**config.mk**
```make
export PLATFORM = sky130hd
export DESIGN_NAME = axis_to_uart_tx
export DESIGN_NICKNAME = d
export VERILOG_FILES = /design/src/rtl/axis_to_uart_tx.sv
export SDC_FILE = /design/constraint.sdc
export NUM_CORES = 1
export LEC_CHECK = 0
export ABC_AREA = 1
export CELL_PAD_IN_SITES_DETAIL_PLACEMENT = 1
export CELL_PAD_IN_SITES_GLOBAL_PLACEMENT = 2
export CORE_AREA = 2 2 71 73
export CTS_CLUSTER_SIZE = 28
export DETAILED_ROUTE_END_ITERATION = 6
export DIE_AREA = 0 0 73 75
export HOLD_SLACK_MARGIN = 0.12
export PLACE_DENSITY_LB_ADDON = 0.1
export SLEW_MARGIN = 10
export SYNTH_ARGS = -nofsm -noshare
export SYNTH_HDL_FRONTEND = slang
export SYNTH_SLANG_ARGS = --single-unit
```
**constraint.sdc**
```tcl
create_clock -name aclk -period 2.15 [get_ports aclk]
set_clock_uncertainty 0.15 [all_clocks]
set_input_delay 0.215 -clock aclk [delete_from_list [all_inputs] [get_ports aclk]]
set_output_delay 0.215 -clock aclk [all_outputs]
set_load 0.02 [all_outputs]
```
**src/rtl/axis_to_uart_tx.sv**
```systemverilog
// AXI-Stream to UART transmitter: accepts one word per handshake and serialises
// it as start, LSB-first data, optional parity and one or two stop bits.
module axis_to_uart_tx #(
  parameter int CLK_FREQ      = 100,
  parameter int BIT_RATE      = 115200,
  parameter int BIT_PER_WORD  = 8,
  parameter int PARITY_BIT    = 0,
  parameter int STOP_BITS_NUM = 1
) (
  input  logic                    aclk,
  input  logic                    aresetn,
  input  logic [BIT_PER_WORD-1:0] s_axis_tdata,
  input  logic                    s_axis_tvalid,
  output logic                    s_axis_tready,
  output logic                    tx,
  output logic                    busy
);

  localparam int BIT_CYCLES = (CLK_FREQ * 1_000_000) / BIT_RATE;
  localparam int CW = (BIT_CYCLES < 2) ? 1 : $clog2(BIT_CYCLES);
  localparam int BW = $clog2(BIT_PER_WORD);
  localparam logic [CW-1:0] CYC_LAST = CW'(BIT_CYCLES - 1);
  localparam logic [BW-1:0] BIT_LAST = BW'(BIT_PER_WORD - 1);

  if (BIT_CYCLES < 2) begin : g_bad_rate
    $error("axis_to_uart_tx: BIT_CYCLES must be at least 2");
  end
  if (BIT_PER_WORD < 5 || BIT_PER_WORD > 9) begin : g_bad_width
    $error("axis_to_uart_tx: BIT_PER_WORD must be 5..9");
  end
  if (PARITY_BIT < 0 || PARITY_BIT > 2) begin : g_bad_parity
    $error("axis_to_uart_tx: PARITY_BIT must be 0, 1 or 2");
  end
  if (STOP_BITS_NUM < 1 || STOP_BITS_NUM > 2) begin : g_bad_stop
    $error("axis_to_uart_tx: STOP_BITS_NUM must be 1 or 2");
  end

  typedef enum logic [2:0] {IDLE, START, DATA, PARITY, STOP1, STOP2} state_e;

  state_e                  state_q, state_d;
  logic [CW-1:0]           cyc_q, cyc_d;
  logic [BW-1:0]           bit_q, bit_d;
  logic [BIT_PER_WORD-1:0] shift_q, shift_d;
  logic                    parity_q, parity_d;
  logic                    tx_q, tx_d;
  logic                    tready_q, tready_d;
  logic                    bit_end;

  assign bit_end       = (cyc_q == CYC_LAST);
  assign s_axis_tready = tready_q;
  assign tx            = tx_q;
  assign busy          = (state_q != IDLE);

  // tx_d always carries the level of the bit that starts on the next edge,
  // so the registered line changes exactly on bit boundaries.
  always_comb begin
    state_d  = state_q;
    cyc_d    = bit_end ? '0 : cyc_q + 1'b1;
    bit_d    = bit_q;
    shift_d  = shift_q;
    parity_d = parity_q;
    tx_d     = tx_q;
    tready_d = 1'b0;
    case (state_q)
      IDLE: begin
        tx_d     = 1'b1;
        tready_d = 1'b1;
        cyc_d    = '0;
        if (s_axis_tvalid && tready_q) begin
          shift_d  = s_axis_tdata;
          parity_d = (PARITY_BIT == 1) ? ~^s_axis_tdata : ^s_axis_tdata;
          bit_d    = '0;
          tx_d     = 1'b0;
          tready_d = 1'b0;
          state_d  = START;
        end
      end
      START: begin
        if (bit_end) begin
          tx_d    = shift_q[0];
          bit_d   = '0;
          state_d = DATA;
        end
      end
      DATA: begin
        if (bit_end) begin
          if (bit_q == BIT_LAST) begin
            if (PARITY_BIT != 0) begin
              tx_d    = parity_q;
              state_d = PARITY;
            end else begin
              tx_d    = 1'b1;
              state_d = STOP1;
            end
          end else begin
            shift_d = shift_q >> 1;
            tx_d    = shift_q[1];
            bit_d   = bit_q + 1'b1;
          end
        end
      end
      PARITY: begin
        if (bit_end) begin
          tx_d    = 1'b1;
          state_d = STOP1;
        end
      end
      STOP1: begin
        tx_d = 1'b1;
        if (bit_end) begin
          if (STOP_BITS_NUM == 2) begin
            state_d = STOP2;
          end else begin
            tready_d = 1'b1;
            state_d  = IDLE;
          end
        end
      end
      STOP2: begin
        tx_d = 1'b1;
        if (bit_end) begin
          tready_d = 1'b1;
          state_d  = IDLE;
        end
      end
      default: begin
        tx_d    = 1'b1;
        cyc_d   = '0;
        state_d = IDLE;
      end
    endcase
  end

  always_ff @(posedge aclk or negedge aresetn) begin
    if (!aresetn) begin
      state_q  <= IDLE;
      cyc_q    <= '0;
      bit_q    <= '0;
      shift_q  <= '0;
      parity_q <= 1'b0;
      tx_q     <= 1'b1;
      tready_q <= 1'b0;
    end else begin
      state_q  <= state_d;
      cyc_q    <= cyc_d;
      bit_q    <= bit_d;
      shift_q  <= shift_d;
      parity_q <= parity_d;
      tx_q     <= tx_d;
      tready_q <= tready_d;
    end
  end

endmodule

```
==> impl_metrics.toml, run 1 <==
[sta]
setup_tns_ns = 0
slew_headroom_pct = 69.1
min_period_over_period_pct = 93.4
worstMarginPinSlew_ns = 0.461
clock.fmax_mhz = 498
finalCriticalPeriod_ns = 2.01
setup_viol = 0
final-max-slew-violation-count = 0
grt_setup_unrepaired = "no"
hold_viol_final = 0

[pwr]
sequentialPowerShare_pct = 58.2
p_switching_mw = 0.168
swShare_pct = 20.0
leakagePower_nw = 0.898
power_density_nw_per_um2 = 476
total_power_mw = 0.840
cell_internal_pwr_mw = 0.672
ir_drop_mv = 0.187
pwr-share-comb_pct = 4.2
clkPwrFrac_pct = 37.6

[grt]
grt_start_max_net_pins = 27
antenna_found_initial = 0
gr-total-overflow = 0
grt_pass1_vias = 1355
grtUsageTotal_pct = 14.5
grt_pass1_wl_mm = 6.04

[floorplan]
dieWidth_microns = 73
io_pins = 14
die_area_sq_um = 5480
rows = 25
core_sq_um = 4660
die_h_microns = 75
start_util_pct = 32.3

[setup_path]
crit_path_max_incr_delay_ns = 0.60
path_buf_inv = 2
cp_cell_sequence = "inv_2 > nand2_2 > clkdlybuf4s50_1"
crit_family = "buffers and inverters"
cp_data_arrival_time_ns = 1.64
start_kind = "flip-flop"
end_kind = "output pin"
critical_path.max_fanout = 5
critPathRequiredTime_ns = 1.78
worst-setup-path-type = "flip-flop to output pin"
slowest_stage = "clkdlybuf4s50_1"

[finish]
drive_above_1_share_pct = 14.2
nNetsFinal = 226
fin_area_sq_um = 1760
syn_to_final_growth_pct = 17.2
antenna_cells = 0
n_fill_cell = 571

[synth]
syn-num-nets = 208
synth-seq-cells = 26
synth_cells = 194
syn_area_sq_um = 1510
synth-warning-count = 0
syn_avg_cell_area_sq_um = 7.76
ys_seq_area_share_pct = 43.3
yosysUniqueCellTypes = 30

[placement]
dp_hpwl_mm = 2.72
post_dp_cell_area_sq_um = 1710
io_buffers = 13
place_congestion = 0.761

[cts]
cts_buffers = 3
cts_setup_buffers = 0
root_buffer = "clkbuf_8"
clock_sinks = 26
cts_tree = "yes"
ctsHoldBuffers = 0
ctsLongestPathBuffers = 2
cts_resized = 0
clk_latency_ns = 0.27
htreeDepth = 1
clk_pin_slew_ns = 0.09

[run]
timing.max_cap.violations = 0

[detailed_routing]
viasPerCell = 4.74
ant_nets = 0
detail_route.iter0.violations = 58
wl_per_cell_microns = 13.2
drc = 0
first_pass_iters = 4
wl_mm = 3.49
vias = 1256

[outcome]
status = "complete, no violations"

[worst_hold_path]
hold_path_class = "primary input to asynchronous set/reset pin"
==> Yosys cell counts, drive strengths merged <==
cell	n	share of area (%)
a21oi	2	0.67
a31o	1	0.58
a31oi	1	0.42
buf	2	0.83
clkbuf	1	0.25
dfrtp	25	42
dfstp	1	1.7
ha	3	2.5
inv	18	4.5
nand2	77	21
nand3	23	8.6
nand3b	3	1.5
nand4	3	1.7
nor2	22	8.8
nor3	5	1.7
nor3b	1	0.50
o21ai	2	0.66
or2	1	0.42
xnor2	1	0.58
xor2	2	1.2
==> cell families (layout without fill, tap and decap cells) <==
| group | Yosys count | after routing | share of synthesized area, % |
|---|---|---|---|
| flip-flops | 26 | 26 | 43.3 |
| adder cells (fa/ha/maj) | 3 | 3 | 2.49 |
| AO/OA/AOI/OAI | 6 | 6 | 2.33 |
| AND/OR/NAND/NOR | 135 | 135 | 44.6 |
| XOR/XNOR | 3 | 3 | 1.75 |
| buffers and inverters | 21 | 38 | 5.57 |
==> stage by stage <==
step                std cells  hold slack, ns  util (%)  worst slack [ns]
floorplan                 194          -0.231         -             0.604
global placement          261           0.295      36.7             0.437
detailed placement        261           0.312      36.7             0.424
CTS                       265           0.175      37.9             0.115
global route              265           0.186      37.9            0.0409
finish                    265           0.167      37.9             0.141
==> final cells by class <==
cell class / count / area (sq um) / share of cell area [%]
clock buffer: 4 / 55.1 / 3.12
inverter: 18 / 67.6 / 3.83
multi-input combinational: 147 / 769 / 43.6
sequential: 26 / 652 / 37.0
tap: 54 / 67.6 / 3.83
timing repair buffer: 16 / 153 / 8.65
==> metal layers <==
metal | wire (microns) | vias to the layer above | global-route usage (%) | part of all wire (%)
li1 | - | 650 | - | -
met1 | 1630 | 591 | 17.8 | 47
met2 | 1750 | 13 | 26.5 | 50
met3 | 74 | 2 | 2.01 | 2.1
met4 | 25 | 0 | 4.32 | 0.72
met5 | 0 | - | 0 | 0
==> sequential cells by signal (all words and copies together) (netlist names) <==
signal	flops
bit_q	3
cyc_q	10
s_axis_tready	1
shift_q	8
state_q	3
tx	1
==> worst register-to-register path, stage by stage, from the launching register on <==
cell	delay, ns
dfrtp_1	0.39
ha_1	0.22
nand2_1	0.11
nor2_1	0.13
nand3_1	0.16
nand2_2	0.22
nand2_4	0.12
nand2_1	0.08
nand2_1	0.04
==> power groups by stage <==
stage                     Clock, mW  Sequential [mW]  Combinational (mW)
after floorplan                   0            0.498             0.00569
after global placement            0            0.498              0.0359
after detailed placement          0            0.498              0.0365
after CTS                     0.338            0.489              0.0369
after global routing          0.357            0.489              0.0401
final                         0.316            0.489              0.0352
==> layout by cell type (no fill, tap or decap), types with 2 or more instances in the layout <==
cell / count
nand2_1: 70
dfrtp_1: 25
nand3_1: 20
nor2_1: 17
inv_1: 14
clkdlybuf4s50_1: 13
nor3_1: 5
inv_2: 4
nand2_2: 4
clkbuf_8: 4
nand3_2: 3
nand2_4: 3
nand3b_1: 3
ha_1: 3
buf_4: 3
nor2_4: 2
xor2_1: 2
a21oi_1: 2
nand4_1: 2
nor2_8: 2
==> worst paths after layout <==
kind,endpoint,cells after the start,from,slack (ns)
worst max-delay path,busy,3,state_q[0],0.14
worst min-delay path,cyc_q[5],2,aresetn,0.17
worst min register to register,cyc_q[0],1,cyc_q[0],0.33
worst max register to register,shift_q[2],8,cyc_q[0],0.43
min in group aclk,cyc_q[0],1,cyc_q[0],0.33
max in group asynchronous,tx,2,aresetn,1.38
Note: power is estimated with default switching activity, not from simulation.
==> run 2, diff against run 1 <==
Settings changed: CAP_MARGIN from default to 40.
Clock period 2.15 ns to 2.2 ns, I/O delays scaled along.
==> run 2 against run 1 <==
Compared with the run above:
- cell count down 0.38%
- utilization down 0.16 points
- critical path depth is the same
- clock power up 2%
- register-to-register slack lost 0.10 ns
- critical endpoint unchanged
- largest cell class unchanged
- largest power group unchanged
==> impl_metrics.toml, run 2 (synthesized netlist as in run 1, its figures left out) <==
[detailed_routing]
wl_per_cell_microns = 14.3
first_pass_iters = 2
drc = 0
wl_mm = 3.79
viasPerCell = 4.85
ant_nets = 0
detail_route.iter0.violations = 54
vias = 1280

[finish]
most-common-layout-cells = "70 x nand2_1, 25 x dfrtp_1, 20 x nand3_1, 17 x nor2_1, 14 x inv_1"
largest-register = "cyc_q"
syn_to_final_growth_pct = 16.7
largest_reg_flops = 10
finalNonFillerCells = 264
drive_above_1_share_pct = 13.8
antenna_cells = 0
nNetsFinal = 225
final_common_cell = "nand2_1"
largest_registers = "cyc_q (10), shift_q (8)"

[pwr]
p_switching_mw = 0.175
sequentialPowerShare_pct = 57.4
power_density_nw_per_um2 = 474
clkPwrFrac_pct = 38.5
cell_internal_pwr_mw = 0.657
leakagePower_nw = 0.894
pwr-share-comb_pct = 4.1
swShare_pct = 21.1
ir_drop_mv = 0.213

[setup_path]
r2r_setup_slack_ns = 0.33
critical_path.max_fanout = 5
crit_family = "buffers and inverters"
end_kind = "output pin"
cp_cell_sequence = "inv_2 > nand2_2 > clkdlybuf4s50_1"
worst-setup-path-type = "flip-flop to output pin"
critPathRequiredTime_ns = 1.83
crit_path_max_incr_delay_ns = 0.61
cp_data_arrival_time_ns = 1.70
start_kind = "flip-flop"
path_buf_inv = 2
slowest_stage = "clkdlybuf4s50_1"

[cts]
clk_latency_ns = 0.27
clock_sinks = 26
cts_resized = 0
cts_tree = "yes"
clk_pin_slew_ns = 0.10
ctsLongestPathBuffers = 2
ctsHoldBuffers = 0
cts_setup_buffers = 0
cts_buffers = 3
htreeDepth = 1
root_buffer = "clkbuf_8"

[floorplan]
die_h_microns = 75
core_sq_um = 4660
rows = 25
io_pins = 14
die_area_sq_um = 5480
dieWidth_microns = 73
start_util_pct = 32.3

[sta]
final-max-slew-violation-count = 0
clock.fmax_mhz = 483
finalCriticalPeriod_ns = 2.07
hold_viol_final = 0
setup_viol = 0
min_period_over_period_pct = 94.1
slew_headroom_pct = 69.5
worstMarginPinSlew_ns = 0.456
setup_tns_ns = 0
grt_setup_unrepaired = "no"

[worst_hold_path]
hold_path_class = "primary input to asynchronous set/reset pin"

[run]
timing.max_cap.violations = 0

[grt]
grt_pass1_wl_mm = 6.54
grt_pass1_vias = 1402
grtUsageTotal_pct = 15.7
antenna_found_initial = 0
grt_start_max_net_pins = 27
gr-total-overflow = 0

[placement]
io_buffers = 13
placed_cells = 260
dp_hpwl_mm = 2.86
place_congestion = 0.750

[outcome]
status = "complete, no violations"
==> run 2: per-stage QoR <==
stage / power (mW) / cell area (sq um) / hold WS, ns / util (%) / worst slack (ns)
final: 0.833 / 1760 / 0.163 / 37.7 / 0.130
after global routing: 0.879 / 1760 / 0.178 / 37.7 / 0.0583
after CTS: 0.849 / 1760 / 0.171 / 37.7 / 0.119
after detailed placement: 0.523 / 1700 / 0.312 / 36.5 / 0.316
after global placement: 0.522 / 1700 / 0.296 / 36.5 / 0.374
after floorplan: 0.493 / 1510 / -0.226 / - / 0.654
==> run 2: power by group through the flow <==
stage | combinational [mW] | sequential [mW] | clock, mW
after global placement | 0.0351 | 0.487 | 0
after global routing | 0.0386 | 0.478 | 0.362
final | 0.0344 | 0.478 | 0.321
after CTS | 0.0357 | 0.478 | 0.336
after detailed placement | 0.0357 | 0.487 | 0
after floorplan | 0.00556 | 0.487 | 0
==> run 2: layout make-up <==
cell class	count	area (sq um)
repair buffers	15	145
inverters	18	67.6
multi-input cells	147	769
well taps	54	67.6
flip-flops and latches	26	652
fillers	564	2900
clock buffers	4	55.1
==> run 2: worst paths after layout <==
check | startpoint | end | cells past startpoint
setup / recovery | state_q[0] | busy | 3
hold / removal | aresetn | cyc_q[5] | 2
setup reg to reg | state_q[0] | shift_q[5] | 8
hold reg to reg | cyc_q[0] | cyc_q[0] | 1
max in group asynchronous | aresetn | tx | 2
min in group aclk | cyc_q[0] | cyc_q[0] | 1
==> run 2: per-layer routing <==
layer / up-vias / global-route usage, % / wire, microns
li1: 645 / - / -
met1: 622 / 18.8 / 1710
met2: 11 / 28.6 / 1980
met3: 2 / 2.01 / 70
met4: 0 / 5.56 / 22
met5: - / 0 / 0
==> run 3, diff against run 2 <==
Settings changed: CORE_AREA 2 2 71 73 to 10 10 79 81, DIE_AREA 0 0 73 75 to 0 0 89 91.
==> run 3 against run 2 <==
Compared with the run above:
- global-route usage shrank 5.4 points
- hold slack gained 0.010 ns
- non-clock buffer count grew 1
- final area grew 0.43%
- sequential power is essentially flat
- critical path depth is the same
- first-iteration DRC count grew 9.3%
- count of clock-buffer cells in the layout is the same
- sequential share of layout area shrank 0.16 points
- register-to-register slack gained 0.14 ns
- flip-flop and latch count is the same
- utilization grew 0.16 points
==> impl_metrics.toml, run 3 (synthesized netlist as in run 1, its figures left out) <==
[finish]
antenna_cells = 0
final_common_cell = "nand2_1"
syn_to_final_growth_pct = 17.2
largest-register = "cyc_q"
largest_registers = "cyc_q (10), shift_q (8)"
most-common-layout-cells = "70 x nand2_1, 25 x dfrtp_1, 20 x nand3_1, 17 x nor2_1, 14 x inv_1"
final_core_util_pct = 37.9
largest_reg_flops = 10
drive_above_1_share_pct = 14.2
nNetsFinal = 226

[setup_path]
r2r_setup_slack_ns = 0.47
reg2reg_to = "shift_q[2]"
worst-setup-path-type = "flip-flop to output pin"
end_kind = "output pin"
start_kind = "flip-flop"
critical_path.max_fanout = 5
critPathRequiredTime_ns = 1.83
rr_worst_depth = 8
r2r_start = "cyc_q[0]"
cp_data_arrival_time_ns = 1.68

[sta]
slew_headroom_pct = 65.9
clock.fmax_mhz = 488
finalCriticalPeriod_ns = 2.05
grt_setup_unrepaired = "no"
setup_tns_ns = 0
min_period_over_period_pct = 93.1
final-max-slew-violation-count = 0
hold_viol_final = 0
worstMarginPinSlew_ns = 0.509
setup_viol = 0

[floorplan]
io_pins = 14
die_h_microns = 91
dieWidth_microns = 89
start_util_pct = 32.3
core_sq_um = 4660
rows = 25
die_area_sq_um = 8100

[detailed_routing]
dr_wl_met2_mm = 1.82
route.met3.wl_microns = 78
wl_per_cell_microns = 14.0
ant_nets = 0
wl_mm = 3.71
detail_route.iter0.violations = 59
drc = 0
first_pass_iters = 4
wl_met1_mm = 1.79
viasPerCell = 4.88
vias = 1292
top_layer = "met4"

[cts]
cts_tree = "yes"
cts_buffers = 3
clock_sinks = 26
clk_latency_ns = 0.27
cts_setup_buffers = 0
htreeDepth = 1
cts_resized = 0
clk_pin_slew_ns = 0.09
root_buffer = "clkbuf_8"
ctsHoldBuffers = 0
ctsLongestPathBuffers = 2

[pwr]
ir_drop_mv = 0.237
leakagePower_nw = 0.898
power_density_nw_per_um2 = 466

[grt]
grt_pass1_vias = 1422
grt_pass1_wl_mm = 6.69
grtUsageTotal_pct = 10.2
antenna_found_initial = 0
gr-total-overflow = 0
grt_start_max_net_pins = 27

[outcome]
status = "complete, no violations"

[worst_hold_path]
hold_path_class = "primary input to asynchronous set/reset pin"

[placement]
io_buffers = 13
dp_hpwl_mm = 2.91
place_congestion = 0.792

[run]
timing.max_cap.violations = 0
==> run 3: power breakdown <==
| part | total [mW] | switching, mW | internal (mW) |
|---|---|---|---|
| clock | 0.310 | 0.150 | 0.160 |
| combinational | 0.0345 | 0.0151 | 0.0194 |
| sequential | 0.478 | 0 | 0.478 |
==> run 3: worst max path at each step <==
stage                    start          to  slack (ns)
global placement    state_q[0]        busy        0.45
floorplan             cyc_q[0]  shift_q[0]        0.65
CTS                 state_q[0]        busy        0.12
global route        state_q[0]        busy        0.07
detailed placement  state_q[0]        busy        0.43
finish              state_q[0]        busy        0.15
==> run 3: per-layer routing <==
metal / up-vias / global-route usage (%)
li1: 648 / -
met1: 633 / 13.0
met2: 9 / 17.0
met3: 2 / 1.88
met4: 0 / 2.79
met5: - / 0
==> run 3: critical path, stage by stage (launching register included) <==
cell and delay [ns]:
dfrtp_1 0.56, inv_2 0.12, nand2_2 0.11, clkdlybuf4s50_1 0.61
==> run 3: layout make-up <==
| class | instances | area, sq um |
|---|---|---|
| clock buffers | 4 | 55.1 |
| fillers | 570 | 2900 |
| repair buffers | 16 | 153 |
| flip-flops and latches | 26 | 652 |
| multi-input cells | 147 | 769 |
| well taps | 54 | 67.6 |
| inverters | 18 | 67.6 |
==> run 3: metrics by stage <==
step	std cells	hold slack (ns)	area, sq um	total power, mW	setup slack (ns)
final	265	0.173	1760	0.822	0.153
after global routing	265	0.214	1760	0.868	0.0675
after CTS	265	0.180	1760	0.848	0.118
after detailed placement	261	0.313	1710	0.523	0.435
after global placement	261	0.295	1710	0.522	0.447
after floorplan	194	-0.226	1510	0.493	0.654
